$ cat config.mk
export PLATFORM = sky130hd
export DESIGN_NAME = branch_predictor
export DESIGN_NICKNAME = d
export VERILOG_FILES = /design/src/rtl/bp_pkg.sv /design/src/rtl/bp_cache.sv /design/src/rtl/branch_predictor.sv
export SDC_FILE = /design/constraint.sdc
export NUM_CORES = 2
export LEC_CHECK = 0
export CORE_MARGIN = 2
export CORE_UTILIZATION = 40
export CTS_BUF_LIST = sky130_fd_sc_hd__clkbuf_8
export CTS_CLUSTER_DIAMETER = 80
export DETAILED_ROUTE_END_ITERATION = 7
export GPL_ROUTABILITY_DRIVEN = 0
export PLACE_DENSITY = 0.52
export SKIP_LAST_GASP = 1
export SYNTH_ARGS = -nofsm -noshare
export SYNTH_HDL_FRONTEND = slang
export SYNTH_HIERARCHICAL = 1
export SYNTH_SLANG_ARGS = --single-unit
$ cat constraint.sdc
create_clock -name clk -period 12 [get_ports clk]
set_clock_uncertainty 0.05 [all_clocks]
set_input_delay 2.4 -clock clk [delete_from_list [all_inputs] [get_ports clk]]
set_output_delay 2.4 -clock clk [all_outputs]
set_load 0.05 [all_outputs]
$ cat src/rtl/bp_pkg.sv
// bp_pkg: shared counter encodings and sizing helpers for the branch predictor
package bp_pkg;
  typedef enum logic [1:0] {SNT = 2'b00, WNT = 2'b01, WT = 2'b10, ST = 2'b11} ctr_t;
  function automatic int idx_w(input int lines);
    return $clog2(lines);
  endfunction
  function automatic int tag_w(input int pc_w, input int lines);
    return pc_w - $clog2(lines) - 2;
  endfunction
  function automatic ctr_t sat_update(input ctr_t c, input logic taken);
    return taken ? ((c == ST) ? ST : ctr_t'(c + 2'd1)) : ((c == SNT) ? SNT : ctr_t'(c - 2'd1));
  endfunction
endpackage

$ cat src/rtl/bp_cache.sv
// bp_cache: direct-mapped valid/tag/2-bit store, two async read ports, one sync write
module bp_cache #(
  parameter int LINES = 128,
  parameter int IW    = 7,
  parameter int TW    = 23
) (
  input  logic          clk,
  input  logic          rst,
  input  logic [IW-1:0] idx_g,
  output logic          vld_g,
  output logic [TW-1:0] tag_g,
  output logic [1:0]    dat_g,
  input  logic [IW-1:0] idx_c,
  output logic          vld_c,
  output logic [TW-1:0] tag_c,
  output logic [1:0]    dat_c,
  input  logic          wr_en,
  input  logic [TW-1:0] wr_tag,
  input  logic [1:0]    wr_dat
);
  logic [LINES-1:0] valid;
  logic [TW-1:0]    tags [LINES];
  logic [1:0]       dats [LINES];
  assign vld_g = valid[idx_g];
  assign tag_g = tags[idx_g];
  assign dat_g = dats[idx_g];
  assign vld_c = valid[idx_c];
  assign tag_c = tags[idx_c];
  assign dat_c = dats[idx_c];
  always_ff @(posedge clk or negedge rst)
    if (!rst) valid <= '0;
    else if (wr_en) valid[idx_c] <= 1'b1;
  // tag/counter storage carries no reset so it can map onto LUTRAM
  always_ff @(posedge clk)
    if (wr_en && rst) begin
      tags[idx_c] <= wr_tag;
      dats[idx_c] <= wr_dat;
    end
endmodule

$ cat src/rtl/branch_predictor.sv
// branch_predictor: tagged 2-bit-counter direction predictor with branch statistics
module branch_predictor
  import bp_pkg::*;
#(
  parameter int LINES     = 128,
  parameter int PC_WIDTH  = 32,
  parameter int CNT_WIDTH = 32
) (
  input  logic                 clk,
  input  logic                 rst,
  input  logic                 bp_enable,
  input  logic [PC_WIDTH-1:0]  pc_guess,
  input  logic                 is_br_guess,
  output logic                 guess_taken,
  input  logic [PC_WIDTH-1:0]  pc_check,
  input  logic                 is_br_check,
  input  logic                 br_taken_check,
  input  logic                 guess_taken_check,
  output logic [CNT_WIDTH-1:0] br_count,
  output logic [CNT_WIDTH-1:0] mispredict_count
);
  localparam int IW = idx_w(LINES);
  localparam int TW = tag_w(PC_WIDTH, LINES);
  logic [IW-1:0] idx_g, idx_c;
  logic [TW-1:0] tag_g, tag_c, rtag_g, rtag_c;
  logic          vld_g, vld_c, hit_g, hit_c;
  logic [1:0]    ctr_g, ctr_c, ctr_n;
  logic          unused_pc_bits;
  assign idx_g = pc_guess[IW+1:2];
  assign tag_g = pc_guess[PC_WIDTH-1:IW+2];
  assign idx_c = pc_check[IW+1:2];
  assign tag_c = pc_check[PC_WIDTH-1:IW+2];
  assign unused_pc_bits = ^{pc_guess[1:0], pc_check[1:0]};
  bp_cache #(.LINES(LINES), .IW(IW), .TW(TW)) u_cache (
    .clk(clk), .rst(rst),
    .idx_g(idx_g), .vld_g(vld_g), .tag_g(rtag_g), .dat_g(ctr_g),
    .idx_c(idx_c), .vld_c(vld_c), .tag_c(rtag_c), .dat_c(ctr_c),
    .wr_en(is_br_check), .wr_tag(tag_c), .wr_dat(ctr_n)
  );
  always_comb begin
    hit_g       = vld_g && rtag_g == tag_g;
    hit_c       = vld_c && rtag_c == tag_c;
    guess_taken = bp_enable && is_br_guess && hit_g && ctr_g[1];
    ctr_n       = hit_c ? sat_update(ctr_t'(ctr_c), br_taken_check) : (br_taken_check ? WT : WNT);
  end
  always_ff @(posedge clk or negedge rst)
    if (!rst) begin
      br_count         <= '0;
      mispredict_count <= '0;
    end else if (is_br_check) begin
      br_count         <= br_count + CNT_WIDTH'(1);
      mispredict_count <= mispredict_count + CNT_WIDTH'(guess_taken_check != br_taken_check);
    end
endmodule
Word level (Yosys, flattened, before mapping). Memories as Yosys holds them, arrays and structs flattened. Cells that the tools add are included.

Flip-flop bits (word level): 192. RAM bits: 3200. Input port bits: 71. Output and inout bits: 65. Word-level logic and storage cells: 38. Memories: 2.

Add/sub/neg operators: 4. $lt $le $gt $ge: 3. Equality and inequality tests: 4. Mux-type cells: 13. Bitwise gates (word level): 1. Reduce and logical (&&, ||, !) cells: 8.

Memory list: u_cache.tags (depth 128, bits a word 23, rd ports 2, clocked after Yosys merged registers in 0, write ports 1, line bp_cache.sv:22) `logic [TW-1:0] tags [LINES];`; u_cache.dats (depth 128, bits a word 2, rd ports 2, clocked after Yosys merged registers in 0, write ports 1, line bp_cache.sv:23) `logic [1:0] dats [LINES];`.

Operators with widths (number): $or 128x128->128 (1); $eq 23x23->1 (2); $add 32x1->32 (1); $add 32x1->32 const B (1); $lt 7x8->1 const B (2); $bmux 1 s7 (2); $mux 2 (5); $demux 1 s7 (1); $ge 7x1->1 const B (1); $logic_and 1x1->1 (7); $mux 1 (5); $add 2x1->2 const B (1); $eq 2x2->1 const B (1); $logic_not 2->1 (1); $sub 2x1->2 const B (1); $ne 1x1->1 (1).

Longest topological paths before layout.
Word-level depth: 5. Mapped depth: 18. Mapped depth without buffers: 11.

By module. The synthesis kept the hierarchy.

Modules (own cells, without submodules): bp_cache (instances 1, cells an instance 8425, area an instance 154194.1 um^2, sequential area each 99295.2 um^2); branch_predictor (instances 1, cells an instance 326, area an instance 3447.1 um^2, sequential area each 1601.5 um^2).

Worst setup path after synthesis. OpenSTA, ideal clock, no wires.

Path type: input to output. Start point: in pc_guess[2]. End point: out guess_taken. Arrival: 6.268 ns. Required time: 9.550 ns. Setup slack: 3.282 ns. Stages on the path: 11. Buffers on the path: 4. Path through: clkbuf_1 buf_2 clkbuf_1 buf_2 mux4_2 mux4_2 o22ai_1 nor4_1 xor2_1 or4_1 nor3_1.

Word-level cells in the longest chain between the ends: 5. Elaborated cells between the ends (all ways): 8. Those cells by class: 1 x eq/ne; 2 x mux; 3 x reduce/logical; 2 x memory.

RTL lines: start, declared (line branch_predictor.sv:12) `input logic [PC_WIDTH-1:0] pc_guess,`; $mem_v2 128x23; net rtag_g[5] (line branch_predictor.sv:25) `logic [TW-1:0] tag_g, tag_c, rtag_g, rtag_c;`; $eq 23x23->1 (line branch_predictor.sv:41) `hit_g = vld_g && rtag_g == tag_g;`; $logic_and 1x1->1 (line branch_predictor.sv:41); $logic_and 1x1->1 (2 in a row) (line branch_predictor.sv:43) `guess_taken = bp_enable && is_br_guess && hit_g && ctr_g[1];`; end, declared (line branch_predictor.sv:14) `output logic guess_taken,`.

The timed path passes the listed nets, and every way through them passes these cells. The select of a mux whose other input is x is not followed.

Worst setup path in the final report.
Start point: in pc_guess[4]. End point: out guess_taken.

The elaborated chain is that of the path after synthesis.

==> results.md <==
- Post-CTS setup buffers: 0
- Buffers on Ports: roughly 130
- Die Height: between 600 and 700 µm
- Critical Path End Type: output port
- NumNets Final: between 9,000 and 10,000
- CP Launch Type: input pin
- Initial Util: 40.2%
- First-pass GRT wire length: 926 mm
- Pin count of the biggest net entering global routing: a little over 90
- # DRC: 0
- Synth warnings: 6
- Failing checks: capacitance limit, slew limit
- WL final: between 700 and 800 mm
- Tot GR Track Use: between 30% and 40%
- DRT iter0 DRCs: between 15,000 and 20,000
- Clock power frac: roughly two fifths
- Critical path peak fanout: 62
- Final Max Slew Viols: 12
- Clock Path Buffers: 4
- Mapped Nets: a little under 9,000
- Via density: between 7 and 8
- Worst vdd rail ir drop: roughly 0.11 mV
- Root Buffer: clkbuf_8
- Skew-Pair Late Insertion Delay: 1300 ps
- Post_cts resized: 0
- Relative slew slack: -12.3%
- Design Area, Final: approximately 180,000 µm²
- Vias in the first global route: 101,251
- Storage element area: 101,000 µm²
- Filler cell count: 33,455
- Die ar.: 397,000 µm²
- Fmax: roughly 90 MHz
- Die X-Extent: 630 µm
- Final Hold Vio Count: 0
- Fin crit share: 91.1%
- Flop pwr share: between 50% and 60%
- DP Wirelength: roughly 440 mm
- Sink Count: 3,392
- CTS hold repair buffers: 0
- Initial antenna violation count: 93
- Clk slew on worst S/H paths: about 60 ps
- Grt ovf: 0
- Wire length per cell: 47.2 µm
- Int Power: approximately 19 mW
- Sw Pwr: slightly above 7 mW
- Core Area: a little under 400,000 µm²
- Switching share of power: between 20% and 30%
- Vias: 106,844
- Pleak: roughly 57 nW
- Logic pwr share: approximately 11%
- Mean post-synth cell area: 18.0 µm²
- H-Tree Depth: 6
- Worst Hold Path Cells: 1
- CP Data Arrival Time: 8480 ps
- Post-DP Area: about 170,000 µm²
- Num CTS Buffers: ~590
- Power density of the placed cells: between 100 and 150 nW/µm²
- Setup TNS: 0 ps
- Outcome: finished, violations left
- Layout area overhead: 13.4%
- CTS tree: built
- Cell count after synthesis: between 8,000 and 9,000
- Slew @ Worst Pin: between 1500 and 2000 ps
- R2R depth: 13
- TritonRoute pass-1 iters: 7
- Worst hold-check path type: reg2reg
- Row count: 229
- Post-DRT Antenna Nets: 0
- # setup viols final: 0
- Min Tclk post-route: 10,930 ps
- Share of cells above drive strength 1: a little under a third
- Crit path kind: in2out
- MaxCap Viol Count: 5
- Netlist Area Pre-Place: 157,000 µm²
- Multi-input gate area: 53,300 µm²
- Critical Path RT: around 9600 ps
- RSZ-0062 raised after global routing: false
- I/O pin count: 136
[layer usage]
| layer | track usage, % | part of all wire, % |
|---|---|---|
| met5 | 0 | 0.061 |
| met3 | 12.5 | 14 |
| met1 | 43.6 | 35 |
| met2 | 49.8 | 43 |
| met4 | 23.9 | 8.1 |
[area by class of cell]
| type | count | share of cell area [%] |
|---|---|---|
| diodes | 58 | 0.0817 |
| inverters | 17 | 0.0486 |
| well taps | 5197 | 3.66 |
| clock buffers | 604 | 4.68 |
| flip-flops and latches | 3392 | 56.8 |
| multi-input cells | 4535 | 30.0 |
| repair buffers | 678 | 3.48 |
| clock inverters | 434 | 1.27 |
[sequential cells by signal, summed over array words and instances, names as in the netlist]
| register | flops |
|---|---|
| u_cache/tags | 2944 |
| u_cache/dats | 256 |
| u_cache/valid | 128 |
| br_count | 32 |
| mispredict_count | 32 |
[through the flow]
step                      hold WS [ps]  power, mW  setup slack, ps  cells  util (%)
after floorplan                    398       14.8             3300   8706         -
after global placement             410       16.1             1490  13818      42.8
after detailed placement           410       16.2             1670  13818      42.8
after CTS                          422       25.9             1640  14856      45.6
after global routing               431       26.6             1250  14873      45.6
final                              417       26.0             1070  14915      45.6
[cells in the final DEF (no fill, tap or decap), types with 46 or more instances in the layout]
cell	instances
nand3_1	64
a21oi_1	135
buf_12	63
buf_4	508
mux4_2	1215
nor2_4	132
xnor2_1	63
dfrtp_1	192
clkdlybuf4s50_1	94
clkbuf_8	605
o21ai_0	138
inv_1	214
diode_2	58
o22ai_1	201
mux2_2	331
a22oi_1	259
a22o_1	46
clkinv_2	55
o221ai_1	67
a221o_1	74
o21bai_1	130
nor2_1	171
a221oi_1	418
edfxtp_1	3200
nand2_1	259
clkinv_1	116
mux2i_1	304
[critical path: stages]
cell and delay, ps:
buf_8 550, buf_4 540, buf_4 380, mux4_2 360
mux4_2 480, o22ai_1 960, nor4_1 150, xor2_1 200
nor4_1 440, nand4_1 790, nor3_1 840, buf_12 220
[power by group through the flow]
stage	clock network, mW	registers (mW)	logic [mW]
floorplan	0	13.4	1.34
global placement	0	13.4	2.77
detailed placement	0	13.4	2.79
CTS	10.0	13.1	2.79
global route	10.5	13.1	2.91
finish	9.92	13.1	2.91
[final timing paths]
kind	from	endpoint	slack, ps
max	pc_guess[4]	guess_taken	1070
min	mispredict_count[31]	mispredict_count[31]	420
max reg2reg	u_cache/tags[13][2]	u_cache/dats[33][1]	5190
min reg2reg	mispredict_count[31]	mispredict_count[31]	420
max in group asynchronous	rst	mispredict_count[25]	9430
min in group asynchronous	rst	u_cache/valid[109]	1120
No activity file was read; power rests on OpenSTA's default activity.
